## config.mk

```make
export PLATFORM = sky130hd
export DESIGN_NAME = adc_capture
export DESIGN_NICKNAME = d
export VERILOG_FILES = /design/src/rtl/adc_capture.sv
export SDC_FILE = /design/constraint.sdc
export NUM_CORES = 1
export LEC_CHECK = 0
export ABC_AREA = 1
export BUFFER_PORTS_ARGS = -buffer_cell sky130_fd_sc_hd__buf_2
export CAP_MARGIN = 0
export CORE_MARGIN = 5
export CORE_UTILIZATION = 45
export CTS_BUF_LIST = sky130_fd_sc_hd__clkbuf_4 sky130_fd_sc_hd__clkbuf_8
export DETAILED_ROUTE_END_ITERATION = 10
export GPL_TIMING_DRIVEN = 0
export HOLD_SLACK_MARGIN = 0.02
export PLACE_DENSITY = 0.63
export RECOVER_POWER = 100
export SLEW_MARGIN = 15
export SYNTH_ARGS = -nofsm -noshare
export SYNTH_HDL_FRONTEND = slang
export SYNTH_SLANG_ARGS = --single-unit
```

## constraint.sdc

```tcl
create_clock -name CLK -period 2.5 [get_ports CLK]
set_input_delay 0.5 -clock CLK [delete_from_list [all_inputs] [get_ports CLK]]
set_output_delay 0.5 -clock CLK [all_outputs]
set_load 0.03 [all_outputs]
```

## src/rtl/adc_capture.sv

```systemverilog
// SAR ADC capture controller: GO/VALID handshake, averaging of 2^NAVG_LOG2 raw codes, timeout watchdog.
// Define ADC_CAPTURE_MINMAX_EN to compile in MIN/MAX tracking; otherwise MIN and MAX read as 0.
module adc_capture #(
   parameter int NAVG_LOG2  = 2,
   parameter int TMO_CYCLES = 64
) (
   input  logic       CLK,
   input  logic       RST,
   input  logic       EN,
   input  logic       ERR_CLR,
   output logic       GO,
   input  logic       VALID,
   input  logic [4:0] RESULT,
   output logic [4:0] AVG,
   output logic [4:0] MIN,
   output logic [4:0] MAX,
   output logic [7:0] SET_CNT,
   output logic       DONE,
   output logic       ERR
);

   localparam int ACC_W = 5 + NAVG_LOG2;
   localparam int CNT_W = NAVG_LOG2 + 1;
   localparam logic [CNT_W-1:0] CNT_LAST = CNT_W'((1 << NAVG_LOG2) - 1);
   localparam logic [7:0]       TMO_LAST = 8'(TMO_CYCLES - 1);

   typedef enum logic [1:0] {ST_IDLE, ST_START, ST_WAIT, ST_DONE} state_t;

   state_t             state_q, state_d;
   logic               valid_q, valid_d;
   logic [ACC_W-1:0]   acc_q, acc_d;
   logic [CNT_W-1:0]   cnt_q, cnt_d;
   logic [7:0]         tmo_q, tmo_d;
   logic [4:0]         avg_q, avg_d;
   logic [7:0]         set_cnt_q, set_cnt_d;
   logic               err_q, err_d;
   logic [ACC_W-1:0]   sum;
   logic               take;
   logic               timeout;

   // Only a rising VALID seen while waiting counts as a conversion result.
   assign take = (state_q == ST_WAIT) && VALID && !valid_q;

   always_comb begin
      // NOTE: every variable gets its hold value first so no path infers a latch.
      state_d   = state_q;
      valid_d   = VALID;
      acc_d     = acc_q;
      cnt_d     = cnt_q;
      tmo_d     = tmo_q;
      avg_d     = avg_q;
      set_cnt_d = set_cnt_q;
      err_d     = err_q;
      timeout   = 1'b0;
      sum       = acc_q + ACC_W'(RESULT);
      unique case (state_q)
         ST_IDLE: if (EN) state_d = ST_START;
         ST_START: begin
            tmo_d   = '0;
            state_d = ST_WAIT;
         end
         ST_WAIT: begin
            if (take) begin
               acc_d = sum;
               cnt_d = cnt_q + CNT_W'(1);
               if (cnt_q == CNT_LAST) begin
                  avg_d   = sum[ACC_W-1:NAVG_LOG2];
                  state_d = ST_DONE;
               end else begin
                  state_d = ST_START;
               end
            end else if (tmo_q == TMO_LAST) begin
               timeout = 1'b1;
               acc_d   = '0;
               cnt_d   = '0;
               state_d = ST_IDLE;
            end else begin
               tmo_d = tmo_q + 8'd1;
            end
         end
         ST_DONE: begin
            set_cnt_d = set_cnt_q + 8'd1;
            acc_d     = '0;
            cnt_d     = '0;
            state_d   = EN ? ST_START : ST_IDLE;
         end
         default: state_d = ST_IDLE;
      endcase
      // A timeout in the same cycle as a clear request leaves the flag set.
      if (ERR_CLR) err_d = 1'b0;
      if (timeout) err_d = 1'b1;
   end

   always_ff @(posedge CLK) begin
      // NOTE: sequential state uses non-blocking assignments only.
      if (RST) begin
         state_q   <= ST_IDLE;
         valid_q   <= 1'b0;
         acc_q     <= '0;
         cnt_q     <= '0;
         tmo_q     <= '0;
         avg_q     <= '0;
         set_cnt_q <= '0;
         err_q     <= 1'b0;
      end else begin
         state_q   <= state_d;
         valid_q   <= valid_d;
         acc_q     <= acc_d;
         cnt_q     <= cnt_d;
         tmo_q     <= tmo_d;
         avg_q     <= avg_d;
         set_cnt_q <= set_cnt_d;
         err_q     <= err_d;
      end
   end

   assign GO      = (state_q == ST_START);
   assign DONE    = (state_q == ST_DONE);
   assign AVG     = avg_q;
   assign SET_CNT = set_cnt_q;
   assign ERR     = err_q;

`ifdef ADC_CAPTURE_MINMAX_EN
   logic [4:0] min_q, min_d, max_q, max_d;

   always_comb begin
      min_d = min_q;
      max_d = max_q;
      if (take) begin
         if (RESULT < min_q) min_d = RESULT;
         if (RESULT > max_q) max_d = RESULT;
      end
   end

   always_ff @(posedge CLK) begin
      if (RST) begin
         min_q <= 5'h1F;
         max_q <= 5'h00;
      end else begin
         min_q <= min_d;
         max_q <= max_d;
      end
   end

   assign MIN = min_q;
   assign MAX = max_q;
`else
   assign MIN = 5'h00;
   assign MAX = 5'h00;
`endif

endmodule

```

# Word-level counts from Yosys, hierarchy flattened

Cells that the tools add are included.

Bits in registers: 35
Logic and storage cells: 52

$add $sub $neg: 4
Equal/unequal tests: 9
Multiplexer cells: 20
Reduce and logical (&&, ||, !) cells: 11

Operators with widths:

| cell                                                | count |
|---|---|
| adder 8 x 1 -> 8 bit, second input constant         | 2 |
| two-way mux 8 bit                                   | 2 |
| one-hot mux 8 bit (2 select lines)                  | 1 |
| two-way mux 7 bit                                   | 2 |
| one-hot mux 7 bit (2 select lines)                  | 1 |
| equality test 8 x 6 -> 1 bit, second input constant | 1 |
| two-way mux 2 bit                                   | 4 |
| one-hot mux 2 bit (4 select lines)                  | 1 |
| adder 7 x 5 -> 7 bit                                | 1 |
| two-way mux 1 bit                                   | 6 |
| two-way mux 3 bit                                   | 2 |
| != test 2 bit, second input constant                | 3 |
| one-hot mux 3 bit (2 select lines)                  | 1 |
| AND reduction 3 bit                                 | 2 |
| nonzero test 2 bit                                  | 3 |
| equality test 2 bit, second input constant          | 2 |
| AND reduction 2 bit                                 | 2 |
| adder 3 x 1 -> 3 bit, second input constant         | 1 |
| equality test 3 x 2 -> 1 bit, second input constant | 1 |
| != test 3 x 2 -> 1 bit, second input constant       | 1 |
| equality test 2 x 1 -> 1 bit, second input constant | 1 |
| logical AND 1 bit                                   | 2 |
| logical NOT 2 bit                                   | 1 |
| logical NOT 1 bit                                   | 1 |

# Logic depth before layout (Yosys ltp)

Word-level depth: 6
Gate-level depth with buffers: 10
Mapped depth without buffers: 10

# Least setup slack after synthesis

Ideal clock, no wire load.

Kind: input -> register
Start point: input RESULT[0]
End point: register avg_q[2], in the netlist AVG[2]
Setup time: 114 ps
Arrival: 1558 ps
Required time: 2386 ps
Slack: 828 ps
Stages on the path: 7
Path through: ha_1 -> fa_1 -> nand3_1 -> nand2_1 -> xor2_1 -> o21bai_1 -> inv_1

Cells in the longest elaborated chain, start to end: 1

Ends and longest elaborated chain:

| what                   | RTL line | source |
|---|---|---|
| start: declaration     | 13       | `input logic [4:0] RESULT,` |
| adder 7 x 5 -> 7 bit   | 55       | `sum = acc_q + ACC_W'(RESULT);` |
| end signal: assignment | 111      | `avg_q <= avg_d;` |
| end: declaration       | 34       | `logic [4:0] avg_q, avg_d;` |

Every way passes these cells.
A chain may end at the register's enable or synchronous reset.

# Final worst setup path

Start point: register state_q[0]
End point: register acc_q[6]

Cells in the longest elaborated chain, start to end: 5
Elaborated cells on any way between the ends: 9
Classes of those cells: 3 x eq/ne; 2 x mux; 4 x reduce/logical

Ends and longest elaborated chain:

| what                                                                             | RTL line | source |
|---|---|---|
| start: declaration                                                               | 29       | `state_t state_q, state_d;` |
| start signal: assignment                                                         | 106      | `state_q <= state_d;` |
| equality test 2 bit                                                              | 42, 56   |  |
| logical AND 1 bit (2 in series)                                                  | 42       | `assign take = (state_q == ST_WAIT) && VALID && !valid_q;` |
| two-way mux 7 bit / != test 3 x 2 -> 1 bit (equally long branches)               | n/a      |  |
| one-hot mux 7 bit (2 select lines) / AND reduction 2 bit (equally long branches) | n/a      |  |
| end signal: assignment                                                           | 99       | `acc_q <= '0;` |
| end signal: assignment                                                           | 108      | `acc_q <= acc_d;` |
| end: declaration                                                                 | 31       | `logic [ACC_W-1:0] acc_q, acc_d;` |

Several ways; a longest one is shown, not always the timed one.

==> summary.txt <==
Iteration-0 DRC Markers - 41
Family with the most delay on the worst path - buffers and inverters
Drt drc - 0
Port bufs - 25
Synth unique cells - 32
Clk pwr share - 28.6%
Final ANT Viol Nets - 0
Share of cells above drive strength 1 - 12.12%
Req. time, crit path - 2650 ps
Post-Syn Area - 2079 sq um
Reg area - 700.7 sq um
Clk_lat worst skew - 290 ps
Setup Skew - 5.801 ps
Post-synth top area cell - dfxtp_1
Core area - 4414 sq um
Sw power - 499.9 uW
CP arrival - 2120 ps
Sequential power share - 42.9%
Setup total negative slack - 0 ps
Starting Density - 47.11%
DIE HEIGHT - 77.98 um
Clock tree buffer depth - 2
Initial antenna violation count - 0
Row Count - 24
Routed via count - 1,836
Crit start category - flop
Hold Fails Final Rpt - 0
Crit path buffers/inverters - 3
PwrDens - 604.6 nW/um^2
Post-CTS sizing - 0
Fin crit share - 78.90%
Worst-Margin Slew - 532.0 ps
Number of synthesized flops with an enable pin - 0
DP Wirelength - 3235 um
Average vias per placed instance - 4.806
DP Worst Slack - 508.5 ps
Avg Cell Area, Syn - 7.220 sq um
Synth async-reset ratio - 0%
Relative slew slack - 64.53%
Final Setup Violations - 0
Pwr Total - 1.425 mW
Largest net degree at the start of global routing - 12
Unrepaired setup endpoints after global routing - false
CTS Sinks - 35
Slowest cell on crit path - clkbuf_1
Sw Share - 35.08%
Synth area leaders - dfxtp_1 34%, nand2_1 13%, ha_1 8.4%
Max-Cap Viols - 0
CTS Root Cell - clkbuf_8
Setup ws final - 527.4 ps
Top_reg_cell synth - dfxtp_1
Internal power - 925.2 uW
Crit end category - flop
Hold Buf Count CTS - 0
GR Overflow Total - 0
Status - complete, no violations
Combinational power share - 28.6%
WL final - 4245 um
Die Area - 6081 sq um
Final Net Count - 354
Final Max Tran Viols - 0
Drt pass-1 iters - 4
H-tree lvl count - 2
Vias in the first global route - 1,696
Post CTS Setup Buffer Count - 0
WL/cell - 11.11 um
# fillers - 468
Util after Layout - 53.40%
First-pass GRT wire length - 7514 um
Layout area overhead - 13.36%
N_diodes - 0
Crit Path Class - flop to flop
Leak - 1.065 nW
Die Width - 77.98 um
IR drop worst, VDD - 0.3265 mV
Minimum clock period - 1973 ps
Synth warnings - 0
Cells after Synth - 288
Clk pin slew, worst setup/hold paths - 70 ps
Multi-input logic area - 1150 sq um
Crit path cell chain - inv_1 -> ha_1 -> clkbuf_1 -> nand3_2 -> inv_1 -> nor2_8 -> nand2_4 -> nand2_4 -> nand2_1 -> a21oi_1
Synth top area share - 33.69%
#FFs+latches synth - 35
Crit Path Max Fanout - 9
Top-Level Pins - 36
CTS tree - done
Gpl congestion - 0.8255
CP peak stage delay - 360 ps
Sequential share of the synthesized area - 33.69%
Total GRT Usage - 14.97%
Worst Hold Class - input pin to flop
CTS Buf Count - 5
Peak Freq - 0.5070 GHz
[logic make-up (layout without fill, tap and decap cells)]
logic type                 after synthesis  count (layout)  synth area share, %
and+or+nand+nor                        136             136                32.13
DFF                                     35              35                33.69
xor gates and xnor gates                 3               3                1.264
AOI/OAI and AO/OA                       42              42                10.83
buffers and inverters                   56              89                12.52
adders and majority gates               15              15                9.386
other                                    1              10               0.1803
[per-layer routing]
layer  wire length [um]  share of wire [%]  up-vias  global-route usage [%]
met5                  0                  0        -                       0
met1               1990                 47      819                   18.30
met4                 68                1.6        0                   5.068
li1                   -                  -      980                       -
met2               1980                 47       30                   25.46
met3                206                4.9        7                   3.819
[through the flow]
stage | hold WS, ps | instances | cell area [sq um]
5_1_grt | 470.7 | 382 | 2357
3_5_place_dp | 457.5 | 374 | 2303
3_3_place_gp | 449.6 | 374 | 2303
2_1_floorplan | 439.5 | 297 | 2113
6_report | 456.8 | 382 | 2357
4_1_cts | 447.1 | 382 | 2392
[state kept, by name (all words and copies together), names as in the netlist]
signal / flops
SET_CNT: 8
tmo_q: 8
acc_q: 7
AVG: 5
cnt_q: 3
state_q: 2
ERR: 1
valid_q: 1
[worst paths after layout]
check / start / end / slack, ps / cells past startpoint
max reg2reg: state_q[0]$_SDFFE_PP0P_ / acc_q[6]$_SDFFE_PP0P_ / 530 / 10
max: state_q[0]$_SDFFE_PP0P_ / acc_q[6]$_SDFFE_PP0P_ / 530 / 10
min: VALID / valid_q$_SDFF_PP0_ / 460 / 3
min reg2reg: cnt_q[2]$_SDFFE_PP0P_ / cnt_q[2]$_SDFFE_PP0P_ / 470 / 2
[synth_stat cells, types with 2 or more instances]
master,count
nand2_1,71
inv_1,39
dfxtp_1,35
a21oi_1,27
nor2_1,21
nand3_1,19
ha_1,14
buf_4,11
o21ai_0,8
nand4_1,5
nor3_1,4
nand2_4,3
o21a_1,3
xor2_1,3
clkbuf_1,2
inv_2,2
nand2_2,2
nor2_2,2
nor2_8,2
nor3b_1,2
o21bai_1,2
[worst reg2reg max path, stage by stage, from the launching register on]
cell	delay, ps
dfxtp_1	350
inv_1	120
ha_1	150
clkbuf_1	360
nand3_2	160
inv_1	290
nor2_8	60
nand2_4	110
nand2_4	100
nand2_1	70
a21oi_1	60
[cells in the final DEF, fill, tap and decap left out, drive strengths merged, types with 9 or more instances in the layout]
master	instances
a21oi	27
inv	41
buf	19
nand2	76
ha	14
conb	10
clkbuf	27
dfxtp	35
nand3	21
o21ai	9
nor2	26
[power groups by stage]
stage | combinational (mW) | sequential, mW | clock, mW
after floorplan | 0.332 | 0.626 | 0
final | 0.407 | 0.611 | 0.407
after global routing | 0.460 | 0.615 | 0.452
after CTS | 0.421 | 0.611 | 0.423
after detailed placement | 0.418 | 0.625 | 0
after global placement | 0.413 | 0.624 | 0
[cell type report]
class | instances | area share, %
sequential | 35 | 29.72
buffer | 15 | 4.034
clock buffer | 6 | 3.238
tap | 52 | 2.760
clock inverter | 2 | 0.5308
timing repair buffer | 25 | 4.406
multi-input combinational | 206 | 48.78
inverter | 41 | 6.529
Power figures use the tool's default switching activity.
